--- config.mk ---
export PLATFORM = sky130hd
export DESIGN_NAME = store_buffer
export DESIGN_NICKNAME = d
export VERILOG_FILES = /design/src/rtl/store_buffer.sv
export SDC_FILE = /design/constraint.sdc
export NUM_CORES = 1
export LEC_CHECK = 0
export CAP_MARGIN = 15
export CORE_MARGIN = 4
export CORE_UTILIZATION = 30
export DETAILED_ROUTE_END_ITERATION = 8
export SYNTH_ARGS = -nofsm -noshare
export SYNTH_HDL_FRONTEND = slang
export SYNTH_SLANG_ARGS = --single-unit
--- constraint.sdc ---
create_clock -name clk -period 3.6 [get_ports clk]
set_clock_uncertainty 0.15 [all_clocks]
set_input_delay 0.72 -clock clk [delete_from_list [all_inputs] [get_ports clk]]
set_output_delay 0.72 -clock clk [all_outputs]
set_load 0.05 [all_outputs]
--- src/rtl/store_buffer.sv ---
// store_buffer: in-order store FIFO between the core and data memory.
// Stores are queued as {address, data} pairs and drained head-first to the
// memory port; nothing is coalesced or reordered. Pushing while full drops
// the store and sets a sticky overflow flag.
// Optional feature: define STORE_BUF_FWD_EN to build the load-forwarding
// comparators. Without it, fwd_hit and fwd_data are tied to zero.
module store_buffer #(
  parameter int DEPTH = 4  // power of two, 2..16
) (
  input  logic                     clk,
  input  logic                     reset,      // asynchronous, active low
  input  logic                     MemWrite,
  input  logic [31:0]              DataAdr,
  input  logic [31:0]              WriteData,
  input  logic                     ReadEn,
  input  logic [31:0]              ReadAdr,
  output logic                     full,
  output logic                     empty,
  output logic [$clog2(DEPTH):0]   count,
  output logic                     overflow,
  output logic                     mem_valid,
  output logic [31:0]              mem_adr,
  output logic [31:0]              mem_wdata,
  input  logic                     mem_ready,
  output logic                     fwd_hit,
  output logic [31:0]              fwd_data
);

  localparam int PW = $clog2(DEPTH);
  localparam int CW = PW + 1;

  logic [31:0]   r_adr  [DEPTH];
  logic [31:0]   r_data [DEPTH];
  logic [PW-1:0] r_head;
  logic [PW-1:0] r_tail;
  logic [CW-1:0] r_count;
  logic          r_overflow;

  logic          w_full;
  logic          w_empty;
  logic          w_push;
  logic          w_pop;
  logic          w_fwd_hit;
  logic [31:0]   w_fwd_data;

  // Status flags come straight from the count register, so they never
  // depend on this cycle's inputs.
  assign w_full  = (r_count == CW'(DEPTH));
  assign w_empty = (r_count == '0);

  // A store arriving while full is dropped even if the head pops this cycle.
  assign w_push = MemWrite & ~w_full;
  assign w_pop  = ~w_empty & mem_ready;

  // Pointers, occupancy and the sticky overflow flag.
  // NOTE: all clocked state uses non-blocking assignments so every register
  // samples pre-edge values, regardless of block ordering.
  always_ff @(posedge clk or negedge reset) begin
    if (!reset) begin
      r_head     <= '0;
      r_tail     <= '0;
      r_count    <= '0;
      r_overflow <= 1'b0;
    end else begin
      // DEPTH is a power of two, so natural pointer overflow is the wrap.
      if (w_push) r_tail <= r_tail + PW'(1);
      if (w_pop)  r_head <= r_head + PW'(1);
      case ({w_push, w_pop})
        2'b10:   r_count <= r_count + CW'(1);
        2'b01:   r_count <= r_count - CW'(1);
        default: r_count <= r_count;
      endcase
      if (MemWrite && w_full) r_overflow <= 1'b1;
    end
  end

  // Entry storage written at the tail on every accepted push.
  // NOTE: the entry array has no reset; a slot is only read once the count
  // says it holds a valid store, and leaving it unreset keeps it a plain RAM.
  always_ff @(posedge clk) begin
    if (w_push) begin
      r_adr[r_tail]  <= DataAdr;
      r_data[r_tail] <= WriteData;
    end
  end

  assign full      = w_full;
  assign empty     = w_empty;
  assign count     = r_count;
  assign overflow  = r_overflow;
  assign mem_valid = ~w_empty;
  // Head is driven only from registered storage: a new push is visible the
  // cycle after it lands, and the head holds while memory stalls.
  assign mem_adr   = w_empty ? '0 : r_adr[r_head];
  assign mem_wdata = w_empty ? '0 : r_data[r_head];

`ifdef STORE_BUF_FWD_EN
  // Scan from oldest to youngest so the youngest matching store wins. The
  // popping head is still counted as valid; a same-cycle push is not yet.
  // NOTE: every always_comb output gets a default first so no path can
  // leave it unassigned and infer a latch.
  always_comb begin
    logic [PW-1:0] w_idx;
    w_fwd_hit  = 1'b0;
    w_fwd_data = '0;
    w_idx      = '0;
    for (int i = 0; i < DEPTH; i++) begin
      w_idx = r_head + PW'(i);
      if (ReadEn && (CW'(i) < r_count) && (r_adr[w_idx] == ReadAdr)) begin
        w_fwd_hit  = 1'b1;
        w_fwd_data = r_data[w_idx];
      end
    end
  end
`else
  // Forwarding disabled: ports stay, outputs are constant, probe is ignored.
  assign w_fwd_hit  = 1'b0;
  assign w_fwd_data = '0;
  wire w_unused_fwd = &{1'b0, ReadEn, ReadAdr};
`endif

  assign fwd_hit  = w_fwd_hit;
  assign fwd_data = w_fwd_data;

endmodule

Yosys cells after proc, flatten, opt, wreduce, memory -nomap -nowiden

Memories as Yosys holds them, arrays and structs flattened.
Index checks and enable logic that the tools add are counted.

$add $sub $neg: 4
Equality and inequality tests: 3
Mux-type cells: 5
Bitwise operators: 4
Reduce and logical (&&, ||, !) cells: 3

Operators by type and width:

| kind                                              | count |
|---|---|
| 2-to-1 mux 32 bit                                 | 2 |
| case mux 3 bit (2 select lines)                   | 1 |
| adder 2 x 1 -> 2 bit (second input constant)      | 2 |
| adder 3 x 1 -> 3 bit (second input constant)      | 1 |
| == test 3 bit (second input constant)             | 1 |
| logical NOT 3 bit                                 | 1 |
| subtractor 3 x 1 -> 3 bit (second input constant) | 1 |
| bitwise AND 1 bit                                 | 2 |
| == test 2 x 1 -> 1 bit (second input constant)    | 1 |
| == test 2 bit (second input constant)             | 1 |
| 2-to-1 mux 1 bit                                  | 2 |
| inverter 1 bit                                    | 2 |
| nonzero test 2 bit                                | 1 |
| logical AND 1 bit                                 | 1 |

Bits in registers: 8
Memory bits (writable): 256
Bits of input ports: 101
Output and inout bits: 104
Logic and storage cells: 25
Memories kept: 2

Memories:

| memory | words | width | read ports | clocked after memory_dff | wr ports | RTL line | RTL |
|---|---|---|---|---|---|---|---|
| r_adr  | 4     | 32    | 1          | 0                        | 1        | 32       | `logic [31:0] r_adr [DEPTH];` |
| r_data | 4     | 32    | 1          | 0                        | 1        | 33       | `logic [31:0] r_data [DEPTH];` |

Logic depth before layout (Yosys ltp)

Gate-level depths: netlist of run 1.

Depth after elaboration: 5
Gate-level depth with buffers: 9
Mapped depth without buffers: 9

Least setup slack after synthesis of run 1

No wires, ideal clock.

Path type: register to register
From: register r_count[2] (netlist: count[2])
To: memory r_adr[0][0], enable pin
Library setup time: 547 ps
Arrival: 3,240 ps
Required time: 2,903 ps
Path slack: -337 ps
Stages on the path, launching flop included: 4
Buffers on the path: 0
Clock period less this slack: 3,937 ps
Path through: dfrtp_1 > nor3b_1 > nor2b_1 > and2_1

Word-level cells in the longest chain between the ends: 5

Ends and longest elaborated chain:

| item                                   | RTL line | RTL |
|---|---|---|
| from (decl)                            | 36       | `logic [CW-1:0] r_count;` |
| from (signal assigned)                 | 69       | `2'b10: r_count <= r_count + CW'(1);` |
| from (signal assigned)                 | 70       | `2'b01: r_count <= r_count - CW'(1);` |
| from (signal assigned)                 | 71       | `default: r_count <= r_count;` |
| == test 3 bit                          | 48       | `assign w_full = (r_count == CW'(DEPTH));` |
| net full                               | 17       | `output logic full,` |
| inverter 1 bit                         | 52       | `assign w_push = MemWrite & ~w_full;` |
| bitwise AND 1 bit                      | 52       |  |
| 2-to-1 mux 1 bit                       | 81       | `if (w_push) begin` |
| 2-to-1 mux 1 bit (not written as such) | 82       | `r_adr[r_tail] <= DataAdr;` |
| to (decl)                              | 32       |  |

The timed path passes the listed nets, and every way through them passes these cells.

Worst setup path in the final report of run 1

From: register r_count[0] (netlist: count[0])
To: output mem_wdata[30]

Word-level cells in the longest chain between the ends: 2

Ends and longest elaborated chain:

| item              | RTL line | RTL |
|---|---|---|
| logical NOT 3 bit | 49       | `assign w_empty = (r_count == '0);` |
| 2-to-1 mux 32 bit | 95       | `assign mem_wdata = w_empty ? '0 : r_data[r_head];` |
| to (decl)         | 23       | `output logic [31:0] mem_wdata,` |

Every way passes these cells.

==> results of run 1 <==
-- report_power, final --
group / internal (mW) / switching, mW
clock network: 1.71 / 1.16
registers: 4.07 / 0.223
logic: 2.02 / 3.71
-- cells in the mapped netlist, drive strengths merged --
| cell type | number | area (um2) |
|---|---|---|
| a21o | 1 | 7.51 |
| and2 | 69 | 432 |
| buf | 46 | 349 |
| clkbuf | 8 | 30.0 |
| conb | 1 | 3.75 |
| dfrtp | 8 | 200 |
| edfxtp | 256 | 7690 |
| fa | 1 | 20.0 |
| ha | 5 | 62.6 |
| inv | 7 | 26.3 |
| mux2 | 1 | 11.3 |
| mux2i | 1 | 10.0 |
| mux4 | 64 | 1440 |
| nand3 | 1 | 5.00 |
| nor2 | 1 | 3.75 |
| nor2b | 1 | 6.26 |
| nor3b | 1 | 7.51 |
| or3 | 1 | 11.3 |
| xnor2 | 3 | 26.3 |
| xor2 | 3 | 26.3 |
-- metal layers --
layer	track usage	share of wire	up-vias	wire, um
li1	-	-	2163	-
met1	0.132	0.41	2514	8420
met2	0.187	0.50	151	10400
met3	0.0290	0.068	45	1400
met4	0.0273	0.022	6	452
met5	0	0.0016	-	34
-- area by class of cell --
cell class                      instances  area [um2]  area share
Clock buffer                           37         798      0.0609
Clock inverter                         18         153      0.0116
Inverter                                7        26.3     0.00200
Multi-Input combinational cell        186        2210       0.168
Sequential cell                       264        7900       0.602
Tap cell                              448         561      0.0427
Timing Repair Buffer                  151        1470       0.112
-- final timing paths --
check | from | end | slack, ps | cells after the start
max reg2reg | count[0] | count[2] | 1230 | 8
max in group asynchronous | reset | r_head[0] | 2700 | 1
min in group clk | overflow | overflow | 310 | 1
min reg2reg | overflow | overflow | 310 | 1
max | count[0] | mem_wdata[30] | 170 | 3
min | reset | r_head[1] | 300 | 1
-- worst reg2reg max path: cells and delay by family, from the launching register on --
family        cells  cell delay (ps)
flops             1              440
simple gates      3              940
buf+inv           1               70
fa+ha+maj         2              380
xor+xnor          2              280
-- metrics by stage --
| stage | std cells | setup WS [ps] | area [um2] | util | hold slack [ps] |
|---|---|---|---|---|---|
| detailed placement | 1055 | 504 | 12200 | 0.360 | 301 |
| global placement | 1055 | 502 | 12200 | 0.360 | 293 |
| global route | 1111 | 14.7 | 13100 | 0.388 | 314 |
| CTS | 1110 | 9.19 | 13100 | 0.388 | 283 |
| finish | 1111 | 175 | 13100 | 0.388 | 302 |
| floorplan | 511 | 133 | 10500 | - | 274 |
-- state kept, by name (all words and copies together), names as in the netlist --
signal    cells
overflow      1
r_adr       128
r_data      128
r_tail        2
r_head        2
count         3
-- cells by family after synthesis --
family          count (synthesis)
flops                         264
simple gates                   74
mux                            66
buf+inv                        61
fa+ha+maj                       6
xor+xnor                        6
other cells                     1
compound gates                  1
-- repair_timing --
action | 4_1_cts | 5_1_grt
setup buffers | 0 | 1
gates resized for setup | 28 | 1
setup endpoints to repair | 60 | 5
==> metrics.csv, run 1 <==
stage,metric,value,unit
timing,fin_setup_tns,0,ps
final_layout,drive_gt1_frac,0.247,
critical_path,max_stage_delay,730,ps
timing,fin_crit_sh,0.951,
critical_path,critPathTopFamily,simple AND/OR/NAND/NOR gates,
critical_path,crit_fanout,35,
logic_synthesis,netlist_area,10400,um2
critical_path,path_cells,or3_4 -> and2_1 -> clkdlybuf4s50_1,
drt,viasPerCell,4.39,
floorplanning,die_w,194,um
clock_network,ctsLongestPathBuffers,3,
logic_synthesis,synth_xor_area_frac,0.00507,
drt,wl,20.7,mm
clock_network,postCtsHoldBufs,0,
status,outcome,completed,
critical_path,required,2730,ps
flow_run,cap_violations,0,
timing,worst_pin_slew,558,ps
clock_network,cts.sinks,264,
floorplanning,die_area,37600,um2
critical_path,end_kind,primary output,
final_layout,area_growth,26.5,%
logic_synthesis,synth_compound_area_frac,0.000724,
drt,route.detailed.drc,0,
drt,firstDrtPassIters,4,
clock_network,clkLatencyLatePin,540,ps
floorplanning,die_h,194,um
power,vdd_drop_max,0.621,mV
clock_network,cts_buffers,30,
grt,antenna_found_initial,3,
critical_path,path_class,reg2out,
logic_synthesis,synth_top_family_by_area,multiplexers,
final_layout,nets,747,
logic_synthesis,ys_ff_latch,264,
grt,grt.total_usage,0.107,
logic_synthesis,synth_seq_area_share,0.761,
final_layout,fill_cells,3086,
timing,finalCriticalPeriod,3430,ps
critical_path,arrival,2560,ps
timing,setup_viol,0,
logic_synthesis,synth_cells,479,
power,leakagePower,4.43,nW
place,port_buffers,138,
grt,grt_max_degree,65,
hold_path,hold_class,in2async,
logic_synthesis,synth_adder_area_share,0.00797,
clock_network,htree_num_levels,1,
timing,max-slew-margin-rel,0.627,
floorplanning,rows,67,
drt,drt_iter0_markers,225,
power,p_per_area,983,nW/um2
final_layout,diodes,0,
critical_path,crit_slowest_cell,clkdlybuf4s50_1,
timing,slew_viol_final,0,
floorplanning,io_pins,205,
grt,grt_pass1_vias,5377,
clock_network,path_clk_slew,60,ps
logic_synthesis,synth_simple_gate_area_frac,0.0449,
place,gp_congestion,0.654,
critical_path,critPathLaunchType,flip-flop,
logic_synthesis,ys.warnings.count,0,
logic_synthesis,syn_area_per_cell,21.6,um2
logic_synthesis,synth_mux_area_frac,0.141,
drt,num_vias,4879,
timing,fmax,0.292,GHz
logic_synthesis,yosys.cell_types.count,22,
drt,routedWlPerCell,18.7,um
clock_network,cts_tree,yes,
place,hpwlAfterDp,12.0,mm
timing,hold_viol,0,
floorplanning,initial_core_util,0.307,
power,power,12.9,mW
timing,rsz0062_at_grt,no,
grt,grt_pass1_wl,31.7,mm
final_layout,final_common_cell,edfxtp_1,
drt,ant_nets,0,
final_layout,final_cell_mix,"256 x edfxtp_1, 78 x clkdlybuf4s50_1, 65 x and2_1",
grt,overflow,0,
floorplanning,fp.coreArea,33800,um2
critical_path,critPathBufInv,1,
clock_network,root_buffer,clkbuf_16,
Power figures use the tool's default switching activity.
==> run 2: changes to the inputs <==
Settings changed: CORE_MARGIN 4 to default, GPL_TIMING_DRIVEN from default to 0.
Clock period 3.6 ns to 2.9 ns, I/O delays scaled along.
==> run 2 against run 1 <==
Effect of this change:
- the flow now finishes with violations (negative setup slack)
- worst setup slack got worse by 190 ps
- flip-flop and latch count did not move
- clock-buffer cell count fell by 3
- total power rose by 36%
- first-iteration DRC count fell by 4.9%
- critical path depth rose by 3
- sequential share of layout area fell by 3.7 points
- core utilization rose by 2.5 points
- routed wire length rose by 2.3%
- design area rose by 6.5%
- die area fell by 6.1%
- critical path type unchanged
- largest power group unchanged
- highest routed layer is now met4
==> metrics.csv, run 2 (synthesized netlist as in run 1, its figures left out) <==
stage,metric,value,unit,change
status,violations,negative setup slack,,
drt,dr_wl_met3,1.28,mm,-8.8%
grt,overflow,0,,unchanged
timing,worst_pin_slew,602,ps,+44.5 ps
critical_path,crit_slowest_cell,mux4_2,,
final_layout,area_growth,34.7,%,
clock_network,root_buffer,clkbuf_16,,
timing,fin_setup_tns,-143,ps,-143 ps
drt,viasPerCell,4.31,,-1.8%
place,gp_congestion,0.646,,-1.1%
floorplanning,initial_core_util,0.307,,unchanged
floorplanning,die_w,188,um,-3.1%
drt,firstDrtPassIters,4,,unchanged
flow_run,cap_violations,0,,unchanged
grt,grt.total_usage,0.119,,+0.0122
final_layout,diodes,0,,unchanged
timing,hold_viol,0,,unchanged
timing,slew_viol_final,0,,unchanged
drt,drt-met1-wl,8.87,mm,+5.4%
floorplanning,fp.coreArea,33800,um2,unchanged
grt,grt_pass1_wl,32.0,mm,+0.83%
drt,route.detailed.drc,0,,unchanged
final_layout,final_cell_mix,"256 x edfxtp_1, 71 x clkdlybuf4s50_1, 64 x mux4_2",,
clock_network,ctsLongestPathBuffers,3,,unchanged
power,p_int,10.9,mW,+40%
power,power.share.combinational,0.506,,+0.062
critical_path,end_kind,primary output,,
clock_network,cts.sinks,264,,unchanged
power,leakagePower,4.95,nW,+12%
timing,whs,178,ps,-124 ps
power,clkPwrFrac,0.197,,-0.026
critical_path,required,2170,ps,-560 ps
power,swShare,0.379,,-0.0155
critical_path,critPathLaunchType,flip-flop,,
timing,setup_viol,19,,+19
timing,fin_crit_sh,1.01,,
timing,setup_slack,-15.7,ps,-190 ps
grt,grt_pass1_vias,5323,,-1.0%
floorplanning,die_h,188,um,-3.1%
clock_network,cts_tree,yes,,
critical_path,max_stage_delay,490,ps,-240 ps
status,outcome,"finished, violations left",,
place,post-place-cells,1101,,+4.4%
place,port_buffers,138,,unchanged
grt,antenna_found_initial,0,,-3
critical_path,path_class,reg2out,,
timing,rsz0062_at_grt,yes,,
critical_path,arrival,2190,ps,-370 ps
power,p_per_area,1260,nW/um2,+28%
drt,routedWlPerCell,18.1,um,-3.0%
critical_path,crit_fanout,5,,-86%
final_layout,nets,811,,+8.6%
drt,wl_met2,10.6,mm,+2.0%
timing,fmax,0.343,GHz,
final_layout,stdcell_count,1172,,+5.5%
floorplanning,die_area,35300,um2,-6.1%
floorplanning,io_pins,205,,unchanged
final_layout,fill_cells,3017,,-2.2%
timing,finalCriticalPeriod,2920,ps,
clock_network,postCtsHoldBufs,0,,unchanged
final_layout,final_common_cell,edfxtp_1,,
floorplanning,rows,67,,unchanged
drt,ant_nets,0,,unchanged
grt,grt_max_degree,36,,-45%
clock_network,clkLatencyLatePin,540,ps,about the same
drt,num_vias,5054,,+3.6%
timing,max-slew-margin-rel,0.598,,-0.0285
hold_path,hold_class,in2async,,
power,sequentialPowerShare,0.298,,-0.035
power,p_switching,6.66,mW,+31%
critical_path,cpMostUsedCell,buf_12,,
critical_path,path_cells,buf_12 -> buf_12 -> clkbuf_16 -> mux4_2 -> and2_4 -> buf_8,,
clock_network,htree_num_levels,1,,unchanged
clock_network,cts_buffers,29,,-3.3%
drt,wl,21.2,mm,+2.3%
drt,highest_layer,met4,,
clock_network,path_clk_slew,60,ps,about the same
drt,drt_iter0_markers,214,,-4.9%
place,hpwlAfterDp,12.7,mm,+5.8%
final_layout,drive_gt1_frac,0.417,,+0.170
power,vdd_drop_max,0.716,mV,+15%
## run 2: cell count changes in the layout (fill, tap and decap cells not counted), sizes merged
cell / previous run / this run
buf: 46 / 131
clkdlybuf4s50: 78 / 71
inv: 8 / 7
clkbuf: 38 / 47
dlygate4sd2: 26 / 1
## run 2: what timing repair did
action	in CTS	in global routing
pin swaps	0	20
setup buffers	4	12
endpoints found under the setup margin	66	52
gates resized for setup	467	72
cloned	0	4
## run 2: power groups by stage
stage,sequential [mW],clock [mW],combinational [mW]
finish,5.23,3.45,8.89
global route,5.29,3.69,9.36
CTS,5.24,3.56,8.31
detailed placement,5.32,0,7.77
global placement,5.34,0,7.66
floorplan,5.37,0,5.18
## run 2: worst paths after layout
check / start / to / slack (ps) / depth (start not counted)
worst max register to register: count[2] / r_data[0][6] / 410 / 4
worst max-delay path: r_head[0] / mem_wdata[5] / -20 / 6
min in group clk: overflow / overflow / 320 / 1
worst min-delay path: reset / r_tail[1] / 180 / 1
worst min register to register: overflow / overflow / 320 / 1
max in group asynchronous: reset / count[0] / 2120 / 1
## run 2: layout make-up
type                            count  area, um2  area share
Buffer                             54        500      0.0358
Clock buffer                       34        744      0.0533
Clock inverter                     17        139     0.00995
Inverter                            7       26.3     0.00188
Multi-Input combinational cell    186       2330       0.167
Sequential cell                   264       7890       0.565
Tap cell                          448        561      0.0402
Timing Repair Buffer              162       1770       0.127
## run 2: stage by stage
| stage | instance area, um2 | worst slack, ps | utilization | total power [mW] |
|---|---|---|---|---|
| after global routing | 14000 | -97.7 | 0.413 | 18.3 |
| after global placement | 12400 | -853 | 0.368 | 13.0 |
| after CTS | 13600 | -83.0 | 0.402 | 17.1 |
| final | 14000 | -15.7 | 0.413 | 17.6 |
| after detailed placement | 12500 | -704 | 0.371 | 13.1 |
| after floorplan | 10500 | 110 | - | 10.5 |
## run 2: metal layers
layer | up-vias | global-route usage
met5 | - | 0
met4 | 0 | 0.0316
met3 | 31 | 0.0281
met2 | 155 | 0.205
met1 | 2581 | 0.150
li1 | 2287 | -
## run 2: worst max-delay path, delay by kind of cell, from the launching register on
family / cells / cell delay [ps]
buf+inv: 4 / 560
flops: 1 / 430
simple gates: 1 / 150
mux: 1 / 490
==> run 3: changes to the inputs <==
Settings changed: TNS_END_PERCENT from default to 20.
==> run 3 against run 2 <==
Effect of this change:
- the run still ends with negative setup slack left
- combinational power is essentially flat
- non-clock buffer count shrank 7
- routed wire length shrank 0.42%
- sequential power is essentially flat
- die area is the same
- sequential share of layout area grew 0.12 points
- core utilization shrank 0.096 points
- critical path depth shrank 1
- critical endpoint is now mem_wdata[1]
==> metrics.csv, run 3 (synthesized netlist as in run 1, its figures left out) <==
stage,metric,value,unit,change
place,port_buffers,138,,unchanged
place,hpwlAfterDp,12.6,mm,-1.1%
drt,ant_nets,0,,unchanged
power,power,17.5,mW,-0.16%
drt,route.detailed.drc,0,,unchanged
clock_network,postCtsHoldBufs,0,,unchanged
final_layout,diodes,0,,unchanged
timing,finalCriticalPeriod,2910,ps,-7.38 ps
final_layout,nets,803,,-0.99%
status,outcome,"finished, violations left",,
grt,grt_pass1_wl,31.7,mm,-0.89%
clock_network,root_buffer,clkbuf_16,,
floorplanning,fp.coreArea,33800,um2,unchanged
timing,setup_slack,-8.29,ps,+7.38 ps
final_layout,final_common_cell,edfxtp_1,,
floorplanning,die_h,188,um,unchanged
timing,setup_viol,6,,-13
place,gp_congestion,0.657,,+1.7%
drt,viasPerCell,4.33,,+0.42%
timing,rsz0062_at_grt,yes,,
power,leakagePower,4.95,nW,about the same
floorplanning,die_area,35300,um2,unchanged
power,p_per_area,1260,nW/um2,about the same
timing,slew_viol_final,0,,unchanged
grt,grt_pass1_vias,5240,,-1.6%
timing,worst_pin_slew,630,ps,+27.8 ps
drt,wl,21.1,mm,-0.42%
drt,drt_iter0_markers,259,,+21%
timing,hold_viol,0,,unchanged
status,violations,negative setup slack,,
grt,grt.total_usage,0.118,,-0.000923
drt,firstDrtPassIters,4,,unchanged
critical_path,max_stage_delay,490,ps,about the same
critical_path,path_class,reg2out,,
clock_network,cts_tree,yes,,
critical_path,required,2170,ps,about the same
drt,num_vias,5045,,-0.18%
grt,overflow,0,,unchanged
critical_path,end_kind,primary output,,
clock_network,cts.sinks,264,,unchanged
final_layout,utilization,0.412,,-0.000963
critical_path,critPathBufInv,3,,-1
floorplanning,die_w,188,um,unchanged
drt,routedWlPerCell,18.1,um,+0.17%
floorplanning,rows,67,,unchanged
critical_path,critPathTopFamily,buffers and inverters,,
floorplanning,initial_core_util,0.307,,unchanged
critical_path,critPathLaunchType,flip-flop,,
timing,max-slew-margin-rel,0.579,,-0.0194
final_layout,final_cell_mix,"256 x edfxtp_1, 71 x clkdlybuf4s50_1, 64 x mux4_2",,
hold_path,hold_class,in2async,,
critical_path,crit_slowest_cell,mux4_2,,
final_layout,area_growth,34.3,%,
grt,antenna_found_initial,1,,+1
critical_path,path_cells,buf_12 -> clkbuf_16 -> mux4_2 -> and2_4 -> buf_6,,
timing,whs,180,ps,+2.16 ps
timing,fin_setup_tns,-27.6,ps,+116 ps
clock_network,clkLatencyLatePin,540,ps,about the same
clock_network,ctsLongestPathBuffers,3,,unchanged
clock_network,cts_buffers,28,,-3.4%
timing,fin_crit_sh,1.00,,-0.00255
floorplanning,io_pins,205,,unchanged
flow_run,cap_violations,0,,unchanged
power,vdd_drop_max,0.672,mV,-6.1%
final_layout,drive_gt1_frac,0.421,,+0.00407
grt,grt_max_degree,48,,+33%
clock_network,htree_num_levels,1,,unchanged
clock_network,path_clk_slew,60,ps,about the same
timing,fmax,0.344,GHz,+0.25%
critical_path,crit_fanout,8,,+3
critical_path,arrival,2180,ps,about the same
[run 3: cell count changes in the layout (fill, tap and decap cells not counted), sizes merged]
| cell | before | now |
|---|---|---|
| clkbuf | 47 | 39 |
| buf | 131 | 127 |
| dlymetal6s2s | 0 | 1 |
| clkinv | 12 | 16 |
| clkinvlp | 3 | 2 |
| bufinv | 2 | 3 |
[run 3: layout make-up]
class / instances / area [um2]
Fill cell: 3039 / 19900
Clock buffer: 30 / 708
Buffer: 54 / 485
Timing Repair Buffer: 155 / 1730
Multi-Input combinational cell: 186 / 2340
Clock inverter: 21 / 186
Tap cell: 448 / 561
Inverter: 7 / 26.3
Sequential cell: 264 / 7890
[run 3: where the power goes]
group          switching (mW)  internal [mW]
Clock                    1.42           2.02
Sequential              0.189           5.05
Combinational            5.01           3.85
Total                    6.62           10.9
[run 3: what timing repair did]
| item | 4_1_cts | 5_1_grt |
|---|---|---|
| gates cloned | 0 | 5 |
| buffers inserted | 0 | 8 |
| resized for setup | 278 | 304 |
| endpoints found under the setup margin | 66 | 66 |
| pin swaps | 1 | 8 |
[run 3: worst reg2reg max path, stage by stage, from the launching register on]
cell and delay [ps]:
dfrtp_1 410, nor3b_2 190, nor2b_1 510, and2_4 630
buf_12 320
[run 3: path summary, 6_finish.rpt]
kind	slack, ps	cells past startpoint	startpoint	to
max	-8	5	r_head[0]	mem_wdata[1]
max reg2reg	350	4	count[2]	r_adr[0][21]
min	180	1	reset	overflow
min reg2reg	310	1	overflow	overflow
max in group asynchronous	2100	1	reset	r_head[0]
min in group clk	310	1	overflow	overflow
[run 3: per-stage QoR]
step | std cells | instance area, um2 | setup WS (ps)
after floorplan | 511 | 10500 | -567
after global placement | 1097 | 12400 | -2220
after detailed placement | 1101 | 12500 | -735
after CTS | 1152 | 13300 | -182
after global routing | 1165 | 13900 | -78.3
final | 1165 | 13900 | -8.29
[run 3: routing by layer]
layer,global-route usage,vias up,share of wire,routed length (um)
met5,0,-,0,0
met2,0.197,143,0.48,10100
met4,0.0322,0,0.025,536
met1,0.156,2593,0.45,9510
met3,0.0251,35,0.046,977
li1,-,2274,-,-
